File: src/rtl/cellrv32_sysinfo_ext.sv
// System information unit: read-only configuration ROM, hart info, lockable scratch
// registers, boot-flag control and (with CELLRV32_SYSINFO_UPTIME_EN) a 64-bit uptime counter.
module cellrv32_sysinfo_ext #(
    parameter logic [31:0] BASE_ADDR       = 32'hFFFFFE00,
    parameter logic [31:0] CLOCK_FREQUENCY = 32'h0,
    parameter logic [31:0] CUSTOM_ID       = 32'h0,
    parameter logic [31:0] FEATURE_VEC     = 32'h0,
    parameter logic [31:0] CACHE_CFG       = 32'h0,
    parameter logic [31:0] ISPACE_BASE     = 32'h00000000,
    parameter logic [31:0] DSPACE_BASE     = 32'h80000000,
    parameter logic [31:0] IMEM_SIZE       = 32'h0,
    parameter logic [31:0] DMEM_SIZE       = 32'h0,
    parameter int          NUM_HARTS       = 1,
    parameter int          NUM_SCRATCH     = 4
) (
    input  logic        clk_i,
    input  logic        rst_i,
    input  logic [31:0] addr_i,
    input  logic        rden_i,
    input  logic        wren_i,
    input  logic [31:0] data_i,
    output logic [31:0] data_o,
    output logic        ack_o,
    output logic        err_o
);

    // Bus protocol: a one-cycle rden_i/wren_i pulse inside the window is answered on the
    // following cycle by exactly one of ack_o/err_o; data_o is nonzero only with a read ack.
    logic        acc_en, rd_req, wr_req, both_req;
    logic [5:0]  widx;
    logic [3:0]  scr_idx;
    logic        in_scr;
    logic        rd_ok, wr_ok, ctrl_we, scr_we, clr_we;
    logic [31:0] rd_data;
    logic        lock_q, boot_q;
    logic [31:0] scratch_q [NUM_SCRATCH];
    logic        unused_addr_lsb;

    assign acc_en          = (addr_i[31:8] == BASE_ADDR[31:8]);
    assign widx            = addr_i[7:2];
    assign unused_addr_lsb = ^addr_i[1:0];
    assign rd_req          = acc_en & rden_i & ~wren_i;
    assign wr_req          = acc_en & wren_i & ~rden_i;
    assign both_req        = acc_en & rden_i & wren_i;
    assign scr_idx         = widx[3:0];
    assign in_scr          = (widx[5:4] == 2'b01) && ({1'b0, scr_idx} < 5'(NUM_SCRATCH));

`ifdef CELLRV32_SYSINFO_UPTIME_EN
    logic [63:0] uptime_q;
    logic [31:0] hi_shadow_q;
`endif

    always_comb begin
        rd_data = '0;
        rd_ok   = 1'b1;
        case (widx)
            6'd0:  rd_data = CLOCK_FREQUENCY;
            6'd1:  rd_data = CUSTOM_ID;
            6'd2:  rd_data = FEATURE_VEC;
            6'd3:  rd_data = CACHE_CFG;
            6'd4:  rd_data = ISPACE_BASE;
            6'd5:  rd_data = DSPACE_BASE;
            6'd6:  rd_data = IMEM_SIZE;
            6'd7:  rd_data = DMEM_SIZE;
            6'd8:  rd_data = {24'h0, 4'(NUM_SCRATCH - 1), 4'(NUM_HARTS - 1)};
            6'd9:  rd_data = {30'h0, boot_q, lock_q};
`ifdef CELLRV32_SYSINFO_UPTIME_EN
            6'd10: rd_data = uptime_q[31:0];
            6'd11: rd_data = hi_shadow_q;
`else
            6'd10: rd_data = '0;
            6'd11: rd_data = '0;
`endif
            default: begin
                if (in_scr) begin
                    for (int i = 0; i < NUM_SCRATCH; i++) begin
                        if (scr_idx == 4'(i)) rd_data = scratch_q[i];
                    end
                end else begin
                    rd_ok = 1'b0;
                end
            end
        endcase
    end

    // Lock gates scratch and counter-clear writes, using its value before this write.
    always_comb begin
        wr_ok   = 1'b0;
        ctrl_we = 1'b0;
        scr_we  = 1'b0;
        clr_we  = 1'b0;
        if (widx == 6'd9) begin
            wr_ok   = 1'b1;
            ctrl_we = wr_req;
        end else if (in_scr && !lock_q) begin
            wr_ok  = 1'b1;
            scr_we = wr_req;
        end
`ifdef CELLRV32_SYSINFO_UPTIME_EN
        else if (widx == 6'd10 && !lock_q) begin
            wr_ok  = 1'b1;
            clr_we = wr_req;
        end
`endif
    end

    always_ff @(posedge clk_i or posedge rst_i) begin
        if (rst_i) begin
            data_o <= '0;
            ack_o  <= 1'b0;
            err_o  <= 1'b0;
        end else begin
            ack_o  <= (rd_req & rd_ok) | (wr_req & wr_ok);
            err_o  <= both_req | (rd_req & ~rd_ok) | (wr_req & ~wr_ok);
            data_o <= (rd_req & rd_ok) ? rd_data : 32'h0;
        end
    end

    always_ff @(posedge clk_i or posedge rst_i) begin
        if (rst_i) begin
            lock_q <= 1'b0;
            boot_q <= 1'b0;
        end else if (ctrl_we) begin
            lock_q <= lock_q | data_i[0];
            if (!lock_q) boot_q <= data_i[1];
        end
    end

    always_ff @(posedge clk_i or posedge rst_i) begin
        if (rst_i) begin
            for (int i = 0; i < NUM_SCRATCH; i++) scratch_q[i] <= '0;
        end else if (scr_we) begin
            for (int i = 0; i < NUM_SCRATCH; i++) begin
                if (scr_idx == 4'(i)) scratch_q[i] <= data_i;
            end
        end
    end

`ifdef CELLRV32_SYSINFO_UPTIME_EN
    // Shadow captures the high word on the same edge the low word is returned.
    always_ff @(posedge clk_i or posedge rst_i) begin
        if (rst_i) begin
            uptime_q    <= '0;
            hi_shadow_q <= '0;
        end else begin
            uptime_q <= clr_we ? 64'h0 : uptime_q + 64'd1;
            if (rd_req && widx == 6'd10) hi_shadow_q <= uptime_q[63:32];
        end
    end
`endif

endmodule

File: config.mk
export PLATFORM = sky130hd
export DESIGN_NAME = cellrv32_sysinfo_ext
export DESIGN_NICKNAME = d
export VERILOG_FILES = /design/src/rtl/cellrv32_sysinfo_ext.sv
export SDC_FILE = /design/constraint.sdc
export NUM_CORES = 1
export LEC_CHECK = 0
export ABC_AREA = 1
export ABC_CLOCK_PERIOD_IN_PS = 7140
export CAP_MARGIN = 20
export CORE_MARGIN = 3
export CORE_UTILIZATION = 55
export DETAILED_ROUTE_END_ITERATION = 10
export PLACE_DENSITY_LB_ADDON = 0.2
export SETUP_SLACK_MARGIN = 0.05
export SLEW_MARGIN = 25
export SYNTH_ARGS = -nofsm -noshare
export SYNTH_HDL_FRONTEND = slang
export SYNTH_SLANG_ARGS = --single-unit
File: constraint.sdc
create_clock -name clk_i -period 7.14 [get_ports clk_i]
set_input_delay 1.428 -clock clk_i [delete_from_list [all_inputs] [get_ports clk_i]]
set_output_delay 1.428 -clock clk_i [all_outputs]
set_load 0.02 [all_outputs]
==> impl_metrics.py <==
metrics = {
    "route": {
        "vias": 6446,
        "drc": 0,
        "via_per_inst": 5.595,
        "drt_iter0_drc": 533,
        "drt-pass1-iter-count": 6,
        "drt_wl_total_mm": 18.95,
        "antenna_left": 0,
        "wl_per_cell_um": 16.45,
    },
    "worst_hold_path": {
        "min_to": "scratch_q[93]",
        "hold_start": "scratch_q[93]",
        "hold-path-cell-count": 2,
        "hold_class": "flop to flop",
    },
    "setup_path": {
        "path_max_fanout": 27,
        "r2r_cells": 7,
        "r2r_setup_slack_ps": 4790,
        "path_class": "input port to flop",
        "start_kind": "input port",
        "arrival_ps": 4470,
        "cp.required_ps": 7430,
        "end_kind": "flop",
        "r2r_end": "scratch_q[27]",
        "worstReg2RegStart": "lock_q",
    },
    "run": {
        "cap_violations": 0,
    },
    "floorplanning": {
        "rows": 41,
        "die_w_um": 121.7,
        "die_height_um": 121.7,
        "coreArea_um2": 12880,
        "io_pins": 102,
        "start_util_pct": 57.22,
        "die_area_um2": 14820,
    },
    "clock_network": {
        "clk_pin_slew_worst_paths_ps": 60,
        "cts_tree": "built",
        "postCtsResizedCells": 0,
        "cts_sinks": 164,
        "postCtsSetupBuffers": 0,
        "clock_path_buffers": 2,
        "clock-root-buffer": "clkbuf_16",
        "insertion_delay_ps": 430,
        "htree_levels": 4,
        "numCtsBuffers": 17,
        "postCtsHoldBufs": 0,
    },
    "sta": {
        "rsz0062_at_grt": "false",
        "period_minus_slack_ps": 4179,
        "fin_tns_setup_ps": 0,
        "final_hold_viol_count": 0,
        "tightest_slew_ps": 996.8,
        "timing.fmax_mhz": 239.3,
        "setup_violations": 0,
        "drv_slew": 0,
        "worst_clock_skew_ps": 7.224,
        "relSlewSlack_pct": 33.39,
        "finalCritPeriodShare_pct": 58.54,
    },
    "pwr": {
        "power_density_nw_per_um2": 215.1,
        "power_leakage_nw": 4.484,
        "ir_drop_uv": 155.8,
    },
    "yosys": {
        "syn_area_per_cell_um2": 8.214,
        "yosys_warnings": 0,
        "synth-seq-cells": 164,
        "synth_top_area_share_pct": 55.70,
        "seq_area_frac_synth_pct": 55.70,
        "syn-instance-count": 897,
        "synth_top_cell_by_area": "dfrtp_1",
        "synthesis.nets": 965,
        "yosysUniqueCellTypes": 24,
        "yosys-top-cells-area": "dfrtp_1 56%, nand2_1 15%, o21ai_0 7.1%",
        "syn_area_um2": 7368,
    },
    "final_layout": {
        "post-route-util_pct": 69.68,
        "antenna_cells": 0,
        "fin_nets": 1035,
        "finalNonFillerCells": 1152,
        "drive_above_1_share_pct": 5.102,
        "n_fill_cell": 1070,
        "area_growth_pct": 21.77,
    },
    "grt": {
        "grt_max_degree": 112,
        "grt_pass1_vias": 6218,
        "grt_pass1_wl_mm": 30.87,
        "antenna_found_initial": 0,
        "grt-ovfl-total": 0,
        "track_usage_pct": 26.45,
    },
    "placement": {
        "place_hpwl_mm": 10.80,
        "gp_congestion": 0.8332,
        "place.port_buffers": 99,
        "post-place-cells": 1120,
    },
    "run_status": {
        "status": "completed",
    },
}
cell usage after synthesis (all sizes together):
master,number
o211ai,28
o2111ai,1
o22ai,5
o21bai,1
nand3,67
inv,38
nor3,1
clkinv,2
dfrtp,164
clkbuf,34
nor2,69
a21oi,27
buf,24
nand4,5
nand2,293
o21ai,138
layer usage:
layer	part of all wire [%]	routed length, um	vias to the layer above	track usage, %
met5	0	0	-	0
met4	1.5	291	0	8.683
met3	7.7	1452	27	5.385
met2	48	9019	241	42.61
met1	43	8188	3101	36.28
li1	-	-	3077	-
power by group:
group          total (mW)  leakage (nW)  switching [mW]  internal (mW)
logic               0.107          2.03          0.0665         0.0409
clock network       0.893         0.277           0.362          0.531
registers           0.929          2.18   0.00000000211          0.929
sequential cells by signal (all words and copies together), names as in the netlist:
| register | flops |
|---|---|
| ack_o | 1 |
| boot_q | 1 |
| data_o | 32 |
| err_o | 1 |
| lock_q | 1 |
| scratch_q | 128 |
kinds of logic after synthesis:
family	after synthesis	synth area share [%]
and+or+nand+nor	435	23.96
AOI/OAI and AO/OA	200	14.76
buffers and inverters	98	5.587
DFF	164	55.70
cells in the final DEF (no fill, tap or decap), types with 17 or more instances in the layout:
master           count
nand2_1            291
dfrtp_1            164
o21ai_0            105
clkdlybuf4s50_1     99
nand3_1             67
nor2_1              63
inv_1               35
o21ai_1             33
o211ai_1            28
a21oi_1             26
clkbuf_16           17
cell type report:
cell class	count	area [um2]	share of cell area, %
multi-input cells	635	2858	31.85
flip-flops and latches	164	4104	45.74
well taps	172	215.2	2.399
clock buffers	23	467.9	5.215
repair buffers	109	1066	11.88
clock inverters	9	103.9	1.157
inverters	40	157.7	1.757
how the worst max path moves through the flow:
stage	startpoint	to	slack [ps]	depth (start not counted)
6_report	addr_i[5]	data_o[8]	2960	9
5_1_grt	addr_i[5]	scratch_q[26]	2750	10
4_1_cts	addr_i[5]	data_o[8]	3020	9
3_5_place_dp	addr_i[5]	scratch_q[27]	2620	10
3_3_place_gp	addr_i[2]	data_o[15]	2610	9
2_1_floorplan	rst_i	ack_o	1280	1
critical path, cell delays in order:
cell and delay, ps:
clkdlybuf4s50_1 560, nor2_4 150, nand2_1 320, buf_4 370, clkinv_1 840, a21oi_1 430
nand3_1 170, o211ai_1 120, nor2_1 50
through the flow:
| step | setup WS [ps] | cell area [um2] | total power, mW | hold WS [ps] |
|---|---|---|---|---|
| final | 2961 | 8972 | 1.930 | 482.5 |
| after global routing | 2750 | 8972 | 1.978 | 513.5 |
| after global placement | 2607 | 8396 | 1.053 | 458.9 |
| after CTS | 3020 | 8970 | 1.931 | 483.3 |
| after floorplan | 1279 | 7368 | 0.9898 | 445.5 |
| after detailed placement | 2620 | 8398 | 1.054 | 469.7 |
No activity file was read; power rests on OpenSTA's default activity.
